### src/rtl/mmio_fifo_bridge_if.sv
// mmio_fifo_bridge_if: core data-memory port plus accelerator TX/RX streams.
// The slave modport is the bridge's view of the bus and the master modport is the core/accelerator side.
interface mmio_fifo_bridge_if #(
  parameter int DATA_WIDTH = 64
);
  logic [9:0]            mem_addr;
  logic [DATA_WIDTH-1:0] mem_wdata;
  logic                  mem_we;
  logic                  mem_re;
  logic [DATA_WIDTH-1:0] mem_rdata;
  logic                  m_valid;
  logic [DATA_WIDTH-1:0] m_data;
  logic                  m_ready;
  logic                  s_valid;
  logic [DATA_WIDTH-1:0] s_data;
  logic                  s_ready;
  logic                  irq;

  modport slave (
    input  mem_addr, mem_wdata, mem_we, mem_re,
    input  m_ready, s_valid, s_data,
    output mem_rdata, m_valid, m_data,
    output s_ready, irq
  );

  modport master (
    output mem_addr, mem_wdata, mem_we, mem_re,
    output m_ready, s_valid, s_data,
    input  mem_rdata, m_valid, m_data,
    input  s_ready, irq
  );
endinterface

### src/rtl/mmio_fifo_bridge.sv
// mmio_fifo_bridge: MMIO TX/RX FIFOs between the core and a stream accelerator.
// Optional TX_TOTAL/RX_TOTAL counters are enabled by defining MMIO_FIFO_STATS_EN.
module mmio_fifo_bridge #(
  parameter int FIFO_DEPTH = 8,
  parameter int DATA_WIDTH = 64
) (
  input logic               clk,
  input logic               reset_n,
  mmio_fifo_bridge_if.slave bus
);
  localparam int AW = $clog2(FIFO_DEPTH);
  localparam int PW = AW + 1;

  typedef logic [DATA_WIDTH-1:0] word_t;

  word_t         tx_mem [FIFO_DEPTH];
  word_t         rx_mem [FIFO_DEPTH];
  logic [PW-1:0] tx_wp, tx_rp, rx_wp, rx_rp;
  logic [PW-1:0] tx_cnt, rx_cnt;
  logic          tx_full, tx_empty, rx_full, rx_empty;
  logic          ie, tx_ovf, rx_unf;
  word_t         rdata_q, rd_val, status;

  logic       sel, wr, ld;
  logic [4:0] idx;
  logic       tx_push_req, tx_push, tx_pop;
  logic       rx_pop_req, rx_pop, rx_push;
  logic       ctrl_wr;
  logic       unused_addr;

  assign sel  = (bus.mem_addr[9:8] != 2'b00);
  assign idx  = bus.mem_addr[7:3];
  assign wr   = sel & bus.mem_we;
  assign ld   = sel & bus.mem_re;
  assign unused_addr = ^bus.mem_addr[2:0];

  assign tx_cnt   = tx_wp - tx_rp;
  assign rx_cnt   = rx_wp - rx_rp;
  assign tx_empty = (tx_wp == tx_rp);
  assign rx_empty = (rx_wp == rx_rp);
  assign tx_full  = (tx_cnt == PW'(FIFO_DEPTH));
  assign rx_full  = (rx_cnt == PW'(FIFO_DEPTH));

  // Full is judged before any same-cycle stream pop.
  assign tx_push_req = wr & (idx == 5'd0);
  assign tx_push     = tx_push_req & ~tx_full;
  assign tx_pop      = ~tx_empty & bus.m_ready;

  // A write in the same cycle wins, so the load pops nothing.
  assign rx_pop_req = ld & ~bus.mem_we & (idx == 5'd1);
  assign rx_pop     = rx_pop_req & ~rx_empty;
  assign rx_push    = bus.s_valid & ~rx_full;
  assign ctrl_wr    = wr & (idx == 5'd3);

  assign bus.m_valid = ~tx_empty;
  assign bus.m_data  = tx_empty ? '0 : tx_mem[tx_rp[AW-1:0]];
  assign bus.s_ready = ~rx_full;
  assign bus.irq     = ie & ~rx_empty;
  assign bus.mem_rdata = rdata_q;

`ifdef MMIO_FIFO_STATS_EN
  logic [31:0] tx_total, rx_total;

  always_ff @(posedge clk) begin
    if (!reset_n) begin
      tx_total <= '0;
      rx_total <= '0;
    end else begin
      if (wr && idx == 5'd4) tx_total <= '0;
      else if (tx_pop)       tx_total <= tx_total + 32'd1;
      if (wr && idx == 5'd5) rx_total <= '0;
      else if (rx_push)      rx_total <= rx_total + 32'd1;
    end
  end
`endif

  always_comb begin
    status        = '0;
    status[0]     = tx_full;
    status[1]     = tx_empty;
    status[2]     = rx_full;
    status[3]     = rx_empty;
    status[15:8]  = 8'(tx_cnt);
    status[23:16] = 8'(rx_cnt);
    status[32]    = tx_ovf;
    status[33]    = rx_unf;
  end

  always_comb begin
    rd_val = '0;
    unique case (1'b1)
      idx == 5'd1: rd_val = rx_pop ? rx_mem[rx_rp[AW-1:0]] : '0;
      idx == 5'd2: rd_val = status;
      idx == 5'd3: rd_val = DATA_WIDTH'(ie);
`ifdef MMIO_FIFO_STATS_EN
      idx == 5'd4: rd_val = DATA_WIDTH'(tx_total);
      idx == 5'd5: rd_val = DATA_WIDTH'(rx_total);
`endif
      default:     rd_val = '0;
    endcase
  end

  always_ff @(posedge clk) begin
    if (tx_push) tx_mem[tx_wp[AW-1:0]] <= bus.mem_wdata;
    if (rx_push) rx_mem[rx_wp[AW-1:0]] <= bus.s_data;
  end

  always_ff @(posedge clk) begin
    if (!reset_n) begin
      tx_wp   <= '0;
      tx_rp   <= '0;
      rx_wp   <= '0;
      rx_rp   <= '0;
      ie      <= 1'b0;
      tx_ovf  <= 1'b0;
      rx_unf  <= 1'b0;
      rdata_q <= '0;
    end else begin
      if (tx_push) tx_wp <= tx_wp + 1'b1;
      if (tx_pop)  tx_rp <= tx_rp + 1'b1;
      if (rx_push) rx_wp <= rx_wp + 1'b1;
      if (rx_pop)  rx_rp <= rx_rp + 1'b1;
      if (ctrl_wr) begin
        ie <= bus.mem_wdata[0];
        if (bus.mem_wdata[1]) begin
          tx_ovf <= 1'b0;
          rx_unf <= 1'b0;
        end
      end
      if (tx_push_req && tx_full) tx_ovf <= 1'b1;
      if (rx_pop_req && rx_empty) rx_unf <= 1'b1;
      if (ld)               rdata_q <= rd_val;
      else if (bus.mem_re)  rdata_q <= '0;
    end
  end
endmodule

### src/flat_wrapper.sv
// flat-port wrapper written by rule: the top's interface ports become plain ports
module mmio_fifo_bridge_flat 
#(
  parameter int FIFO_DEPTH = 8,
  parameter int DATA_WIDTH = 64
)
  (clk, reset_n, bus_mem_addr, bus_mem_wdata, bus_mem_we, bus_mem_re, bus_m_ready, bus_s_valid, bus_s_data, bus_mem_rdata, bus_m_valid, bus_m_data, bus_s_ready, bus_irq);
  mmio_fifo_bridge_if #(.DATA_WIDTH(DATA_WIDTH)) bus_i ();
  input logic clk;
  input logic reset_n;
  input wire logic [$bits(bus_i.mem_addr)-1:0] bus_mem_addr;
  input wire logic [$bits(bus_i.mem_wdata)-1:0] bus_mem_wdata;
  input wire logic [$bits(bus_i.mem_we)-1:0] bus_mem_we;
  input wire logic [$bits(bus_i.mem_re)-1:0] bus_mem_re;
  input wire logic [$bits(bus_i.m_ready)-1:0] bus_m_ready;
  input wire logic [$bits(bus_i.s_valid)-1:0] bus_s_valid;
  input wire logic [$bits(bus_i.s_data)-1:0] bus_s_data;
  output wire logic [$bits(bus_i.mem_rdata)-1:0] bus_mem_rdata;
  output wire logic [$bits(bus_i.m_valid)-1:0] bus_m_valid;
  output wire logic [$bits(bus_i.m_data)-1:0] bus_m_data;
  output wire logic [$bits(bus_i.s_ready)-1:0] bus_s_ready;
  output wire logic [$bits(bus_i.irq)-1:0] bus_irq;
  assign bus_i.mem_addr = bus_mem_addr;
  assign bus_i.mem_wdata = bus_mem_wdata;
  assign bus_i.mem_we = bus_mem_we;
  assign bus_i.mem_re = bus_mem_re;
  assign bus_i.m_ready = bus_m_ready;
  assign bus_i.s_valid = bus_s_valid;
  assign bus_i.s_data = bus_s_data;
  assign bus_mem_rdata = bus_i.mem_rdata;
  assign bus_m_valid = bus_i.m_valid;
  assign bus_m_data = bus_i.m_data;
  assign bus_s_ready = bus_i.s_ready;
  assign bus_irq = bus_i.irq;
  mmio_fifo_bridge #(.FIFO_DEPTH(FIFO_DEPTH), .DATA_WIDTH(DATA_WIDTH)) u_core (.clk(clk), .reset_n(reset_n), .bus(bus_i));
endmodule
### config.mk
export PLATFORM = sky130hd
export DESIGN_NAME = mmio_fifo_bridge_flat
export DESIGN_NICKNAME = d
export VERILOG_FILES = /design/src/rtl/mmio_fifo_bridge_if.sv /design/src/rtl/mmio_fifo_bridge.sv /design/src/flat_wrapper.sv
export SDC_FILE = /design/constraint.sdc
export NUM_CORES = 1
export LEC_CHECK = 0
export ABC_AREA = 1
export BUFFER_PORTS_ARGS = -buffer_cell sky130_fd_sc_hd__buf_2
export CORE_ASPECT_RATIO = 0.7
export CORE_MARGIN = 2
export CORE_UTILIZATION = 35
export DETAILED_ROUTE_END_ITERATION = 8
export PLACE_DENSITY = 0.49
export REMOVE_ABC_BUFFERS = 1
export SYNTH_ARGS = -nofsm -noshare
export SYNTH_HDL_FRONTEND = slang
export SYNTH_SLANG_ARGS = --single-unit
### constraint.sdc
create_clock -name clk -period 6.52 [get_ports clk]
set_input_delay 0.978 -clock clk [delete_from_list [all_inputs] [get_ports clk]]
set_output_delay 0.978 -clock clk [all_outputs]
set_load 0.005 [all_outputs]
==> results of run 1 <==
sequential cells by signal (all words and copies together), names as in the netlist, named ones only:
| name | count |
|---|---|
| u_core.ie | 1 |
| u_core.rx_rp | 4 |
| u_core.tx_ovf | 1 |
| u_core.rx_mem | 512 |
| u_core.rx_unf | 1 |
| u_core.tx_rp | 4 |
| u_core.tx_wp | 4 |
| u_core.rx_wp | 4 |
| u_core.tx_mem | 512 |
| u_core.bus.mem_rdata | 64 |
critical path, delay by kind of cell (launching register included):
family | cells | cell delay (ns)
buffers and inverters | 3 | 1.32
AOI/OAI and AO/OA | 1 | 0.24
and+or+nand+nor | 3 | 0.39
DFF | 1 | 0.48
power by group through the flow:
stage	Combinational, mW	Sequential (mW)	Clock (mW)
after global routing	1.34	7.97	6.50
after floorplan	0.639	8.18	0
after CTS	1.22	7.96	6.23
after detailed placement	1.21	8.11	0
final	1.19	7.96	6.07
after global placement	1.21	8.11	0
synthesized netlist by cell type, types with 2 or more instances:
cell type | count | area, um2
inv_1 | 33 | 124
o32ai_1 | 128 | 1120
edfxtp_1 | 1024 | 30700
a22o_1 | 98 | 858
o21ai_1 | 36 | 180
nand2_1 | 493 | 1850
buf_1 | 18 | 67.6
o21ai_0 | 209 | 1050
nand3_1 | 83 | 415
or2_2 | 3 | 18.8
a21oi_2 | 32 | 280
o221ai_1 | 2 | 17.5
dfxtp_1 | 89 | 1780
dlygate4sd1_1 | 3 | 26.3
nor2_1 | 608 | 2280
nor2_2 | 2 | 12.5
inv_2 | 6 | 22.5
clkbuf_1 | 103 | 387
xor2_1 | 4 | 35.0
nor2_4 | 2 | 22.5
nor3_1 | 12 | 60.1
xnor2_1 | 3 | 26.3
buf_12 | 6 | 120
buf_2 | 78 | 390
buf_6 | 8 | 90.1
nand3_2 | 38 | 380
buf_4 | 9 | 67.6
fa_1 | 2 | 40.0
ha_1 | 10 | 125
a21oi_1 | 245 | 1230
through the flow:
step           util [%]  instance area [um2]  setup TNS [ns]  hold slack [ns]  setup WS [ns]
2_1_floorplan         -                42700         -410.37            0.439          -3.08
3_3_place_gp       37.7                46800               0            0.451           2.24
3_5_place_dp       37.7                46800               0            0.453           2.23
4_1_cts            40.4                50200               0            0.460           2.11
5_1_grt            40.4                50200               0            0.476           1.93
6_report           40.4                50200               0            0.463           2.22
worst paths after layout:
path,slack (ns),start,endpoint
min,0.46,u_core.bus.mem_rdata[54],u_core.bus.mem_rdata[54]
min reg2reg,0.46,u_core.bus.mem_rdata[54],u_core.bus.mem_rdata[54]
max,2.22,flop,bus_m_data[60]
max reg2reg,2.75,u_core.tx_wp[2],u_core.tx_mem[3][13]
logic make-up after synthesis:
kind of cell | after synthesis | synth area share (%)
and+or+nand+nor | 1246 | 11.6
DFF | 1113 | 74.2
AOI/OAI and AO/OA | 750 | 10.8
buffers and inverters | 266 | 2.97
adders and majority gates | 12 | 0.376
xor gates and xnor gates | 7 | 0.140
routing by layer:
layer | vias to the layer above | share of wire, % | track usage [%]
met5 | - | 0.018 | 0
met4 | 4 | 2.3 | 4.80
li1 | 12800 | - | -
met1 | 13500 | 49 | 26.9
met2 | 616 | 45 | 27.2
met3 | 167 | 4.5 | 2.97
layout make-up:
cell class / instances / area [um2]
Clock inverter: 61 / 459
Inverter: 41 / 176
Timing Repair Buffer: 319 / 1890
Clock buffer: 148 / 2940
Sequential cell: 1113 / 32600
Multi-Input combinational cell: 2015 / 10100
Tap cell: 1650 / 2060
Fill cell: 11800 / 74000
Antenna cell: 5 / 12.5
==> reports/metrics.cfg, run 1 <==
[status]
status = completed

[die]
dieArea_um2 = 128000
start_util_pct = 35.3
die_h_um = 300
die_x_um = 427
pin_count = 275
num_rows = 108
coreArea_um2 = 124000

[hold_path]
hold_path_class = reg -> reg
hold_depth = 2

[worst_setup_path]
cp_data_required_time_ns = 5.54
path_common_cell = nor2_1
slowest_stage = buf_4
end_kind = primary output
slowest_delay_ns = 0.62
cp_max_fo = 122
worstPathCellList = inv_8 -> buf_4 -> nor2_1 -> o32ai_1 -> nor2_1 -> nor2_1 -> buf_2
worstSetupStartpointType = flop
worstPathArrival_ns = 3.33
reg2regPathDepth = 11
crit_type = reg -> out

[logic_synthesis]
yosys_warnings = 0
syn_avg_cell_area_um2 = 12.9
synthFlopType = edfxtp_1
syn-cell-area_um2 = 43900
async_flop_share_pct = 0
ys_ff_latch = 1113
synthCells = 3394
synth_edf_count = 1024
synth_seq_area_share_pct = 74.2
yosysUniqueCellTypes = 37

[place]
dpl.cell_count = 5138
dp_hpwl_um = 59500
gp_congestion = 0.735
port_buffers = 271

[drt]
drt-pass1-iter-count = 5
viasPerCell = 5.07
num_vias = 27100
postRouteAntennaNets = 0
routedWlPerCell_um = 22.0
drt_wl_total_um = 118000
drtIter0Drc = 2313
drc = 0

[grt]
grt_pass1_vias = 25600
grt_start_max_net_pins = 177
grt_usage_pct = 18.0
antenna_found_initial = 15
grt.overflow.total = 0
grt_pass1_wl_um = 174000

[power_and_ir_drop]
p_sw_mw = 3.61
swShare_pct = 23.7
comb_power_share_pct = 7.8
power.internal_mw = 11.6
p_clk_share_pct = 39.9
power_density_nw_per_um2 = 303
vdd_drop_max_v = 0.000244
seqPwrFrac_pct = 52.3
p_leak_nw = 17.3
power_mw = 15.2

[cells_and_area]
syn_to_final_growth_pct = 14.5
layout.nets = 3756
drive_gt1_share_pct = 15.6
stdcell_count = 5352
final_common_cell = edfxtp_1
layout_common_cells = edfxtp_1 (1024), nor2_1 (600), nand2_1 (493)

[cts]
clkTransAtPathRegs_ns = 0.07
cts_max_level = 3
ctsHoldBuffers = 0
ctsResizeCount = 0
worstSkewPairLatency_ns = 0.73
clockBufferDepth = 3
postCtsSetupBuffers = 0
cts.sinks = 1113
cts_tree = built
root_buffer = clkbuf_16
numCtsBuffers = 110

[sta]
setup_viol = 0
slew_violations = 0
rsz0062_at_grt = no
relSlewSlack_pct = 10.1
clock_skew_ns = 0.0249
fmax_mhz = 232
fin_crit_ns = 4.30
min_period_over_period_pct = 66.0
worst_slew_pin_slew_ns = 1.34
hold_viol = 0

[flow_run]
cap_violations = 0

No activity file was read; power rests on OpenSTA's default activity.
==> run 2: changes to the inputs <==
--- a/config.mk
+++ b/config.mk
@@ -5,13 +5,13 @@
 export SDC_FILE = /design/constraint.sdc
 export NUM_CORES = 1
 export LEC_CHECK = 0
-export ABC_AREA = 1
+export ABC_AREA = 0
 export BUFFER_PORTS_ARGS = -buffer_cell sky130_fd_sc_hd__buf_2
 export CORE_ASPECT_RATIO = 0.7
 export CORE_MARGIN = 2
 export CORE_UTILIZATION = 35
 export DETAILED_ROUTE_END_ITERATION = 8
-export PLACE_DENSITY = 0.49
+export PLACE_DENSITY = 0.47
 export REMOVE_ABC_BUFFERS = 1
 export SYNTH_ARGS = -nofsm -noshare
 export SYNTH_HDL_FRONTEND = slang
==> constraint.sdc (replaced) <==
create_clock -name clk -period 4.05 [get_ports clk]
set_input_delay 0.6075 -clock clk [delete_from_list [all_inputs] [get_ports clk]]
set_output_delay 0.6075 -clock clk [all_outputs]
set_load 0.005 [all_outputs]
==> run 2 against run 1 <==
Critical endpoint is now bus_s_ready. Largest power group unchanged. Largest cell class unchanged. Non-clock buffer count up 6. Critical path depth unchanged. First-iteration DRC count down 45%.
==> reports/metrics.cfg, run 2 <==
[status]
status = completed

[cts]
cts_tree = built
cts_max_level = 3  ; unchanged
clockBufferDepth = 3  ; unchanged
numCtsBuffers = 110  ; unchanged
cts.sinks = 1113  ; unchanged
ctsHoldBuffers = 0  ; unchanged
clkTransAtPathRegs_ns = 0.06  ; about the same
root_buffer = clkbuf_16
postCtsSetupBuffers = 0  ; unchanged
worstSkewPairLatency_ns = 0.70  ; -0.03 ns
ctsResizeCount = 0  ; unchanged

[logic_synthesis]
syn_avg_cell_area_um2 = 21.3  ; +64%
synth_top_area_share_pct = 72.5  ; +2.4 points
yosysTopAreaCell = edfxtp_1
synth_seq_area_share_pct = 76.7  ; +2.6 points
yosysUniqueCellTypes = 51  ; +38%
synth_commonest_cells = edfxtp_1 (1024), mux4_2 (256), mux2i_1 (131)
synthCells = 1994  ; -41%
synth_edf_count = 1024  ; unchanged
async_flop_share_pct = 0  ; unchanged
yosys_warnings = 0  ; unchanged
synth.area.top_cells = edfxtp_1 (73%), mux4_2 (14%), dfxtp_1 (4.2%), mux2i_1 (3.1%), and2_1 (0.86%)
syn-cell-area_um2 = 42400  ; -3.4%
synthFlopType = edfxtp_1
yosysMostFrequentCell = edfxtp_1
ys_ff_latch = 1113  ; unchanged

[die]
dieArea_um2 = 124000  ; -3.3%
coreArea_um2 = 120000  ; -3.6%
die_h_um = 295  ; -1.7%
num_rows = 106  ; -1.9%
start_util_pct = 35.4  ; +0.069 points
die_x_um = 420  ; -1.7%
pin_count = 275  ; unchanged

[worst_setup_path]
worstPathCellList = inv_1 -> ha_1 -> inv_1 -> fa_1 -> nand3b_1 -> or3_1 -> buf_2
worstPathArrival_ns = 2.92  ; -0.41 ns
path_common_cell = inv_1
crit_type = reg -> out
cp_max_fo = 7  ; -94%
slowest_delay_ns = 0.52  ; -0.10 ns
cp_data_required_time_ns = 3.44  ; -2.10 ns
slowest_stage = dfxtp_1
end_kind = primary output
worstSetupStartpointType = flop

[power_and_ir_drop]
vdd_drop_max_v = 0.000360  ; +48%
power_density_nw_per_um2 = 485  ; +60%
p_leak_nw = 15.7  ; -9.1%

[cells_and_area]
drive_gt1_share_pct = 33.0  ; +17 points
syn_to_final_growth_pct = 17.9
final_common_cell = edfxtp_1
seq_area_um2 = 32600  ; unchanged
layout.nets = 2483  ; -34%
layout_common_cells = edfxtp_1 (1024), buf_2 (271), mux4_2 (256)
fill_cells = 10500  ; -11%
multiInputGateArea_um2 = 9240  ; -8.9%

[hold_path]
hold_path_class = in -> reg

[sta]
whs_ns = 0.175  ; -0.287 ns
relSlewSlack_pct = 25.7  ; +16 points
clock_skew_ns = 0.0205  ; -0.00439 ns
slew_violations = 0  ; unchanged
min_period_over_period_pct = 87.0
hold_viol = 0  ; unchanged
fin_crit_ns = 3.52
setup_viol = 0  ; unchanged
fmax_mhz = 284
rsz0062_at_grt = no
worst_slew_pin_slew_ns = 1.11  ; -0.226 ns
fin_ws_ns = 0.526  ; -1.69 ns

[grt]
grt_pass1_vias = 21500  ; -16%
grt_usage_pct = 16.4  ; -1.6 points
grt_start_max_net_pins = 66  ; -63%
antenna_found_initial = 13  ; -2
grt.overflow.total = 0  ; unchanged
grt_pass1_wl_um = 147000  ; -15%

[drt]
postRouteAntennaNets = 0  ; unchanged
routedWlPerCell_um = 25.1  ; +14%
drtIter0Drc = 1266  ; -45%
drt-pass1-iter-count = 7  ; +2
num_vias = 20300  ; -25%
drt_wl_total_um = 101000  ; -14%
viasPerCell = 5.02  ; -0.96%
drc = 0  ; unchanged

[flow_run]
cap_violations = 0  ; unchanged

[place]
place_ws_ns = 0.765  ; -1.46 ns
port_buffers = 271  ; unchanged
gp_congestion = 0.710  ; -3.3%
dp_hpwl_um = 55100  ; -7.4%

run 2: cell count changes after synthesis, moves of 38 or more:
cell and delta:
o32ai_1 -128, buf_2 -52, o21ai_0 -204, clkbuf_1 -55
nor2_1 -541, nand3_1 -76, a22o_1 -98, nand2_1 -468
o22ai_1 +49, and2_1 +57, mux4_2 +256, nand3_2 -38
mux2i_1 +131, a21oi_1 -236
run 2: critical path: cells and delay by family (launching register included):
kind / cells / cell delay (ns)
fa+ha+maj: 2 / 0.68
simple gates: 2 / 0.57
flops: 1 / 0.52
buf+inv: 3 / 0.45
run 2: final cells by class:
type	count	area share [%]
Sequential cell	1113	65.2
Multi-Input combinational cell	715	18.5
Clock buffer	133	5.95
Timing Repair Buffer	325	4.23
Tap cell	1620	4.06
Clock inverter	66	1.65
Inverter	62	0.466
Antenna cell	2	0.0100
run 2: cell families after synthesis:
logic type                 synth area share, %
AOI/OAI and AO/OA                         1.55
xor gates and xnor gates                 0.186
adders and majority gates                0.390
buffers and inverters                     1.71
DFF                                       76.7
muxes                                     16.7
and+or+nand+nor                           2.67
run 2: power by group:
group | switching (mW) | total, mW | leakage (nW) | internal, mW
registers | 0.0458 | 12.8 | 9.97 | 12.7
logic | 0.471 | 0.727 | 3.89 | 0.256
clock network | 4.34 | 10.7 | 1.87 | 6.37
run 2: worst paths after layout:
| path | start | endpoint | cells past startpoint | slack, ns |
|---|---|---|---|---|
| setup / recovery | u_core.rx_wp[0] | bus_s_ready | 7 | 0.53 |
| hold / removal | bus_s_data[56] | u_core.rx_mem[4][56] | 1 | 0.18 |
| setup reg to reg | u_core.tx_wp[0] | u_core.tx_mem[4][57] | 8 | 0.81 |
| hold reg to reg | u_core.bus.mem_rdata[1] | u_core.bus.mem_rdata[1] | 2 | 0.47 |
run 2: per-layer routing:
| metal | track usage, % | up-vias | share of wire (%) |
|---|---|---|---|
| li1 | - | 8835 | - |
| met4 | 5.19 | 4 | 2.9 |
| met2 | 26.6 | 388 | 49 |
| met1 | 22.5 | 10900 | 45 |
| met5 | 0 | - | 0.027 |
| met3 | 2.72 | 169 | 3.7 |
run 2: through the flow:
| stage | utilization [%] | power (mW) | cells | setup TNS [ns] | cell area [um2] |
|---|---|---|---|---|---|
| after global placement | 38.5 | 13.7 | 3835 | 0 | 46200 |
| final | 41.7 | 24.2 | 4036 | 0 | 50000 |
| after floorplan | - | 13.4 | 1890 | -4127.46 | 41900 |
| after CTS | 41.7 | 24.5 | 4034 | 0 | 50000 |
| after global routing | 41.7 | 25.0 | 4035 | 0 | 50000 |
| after detailed placement | 38.5 | 13.8 | 3835 | 0 | 46200 |
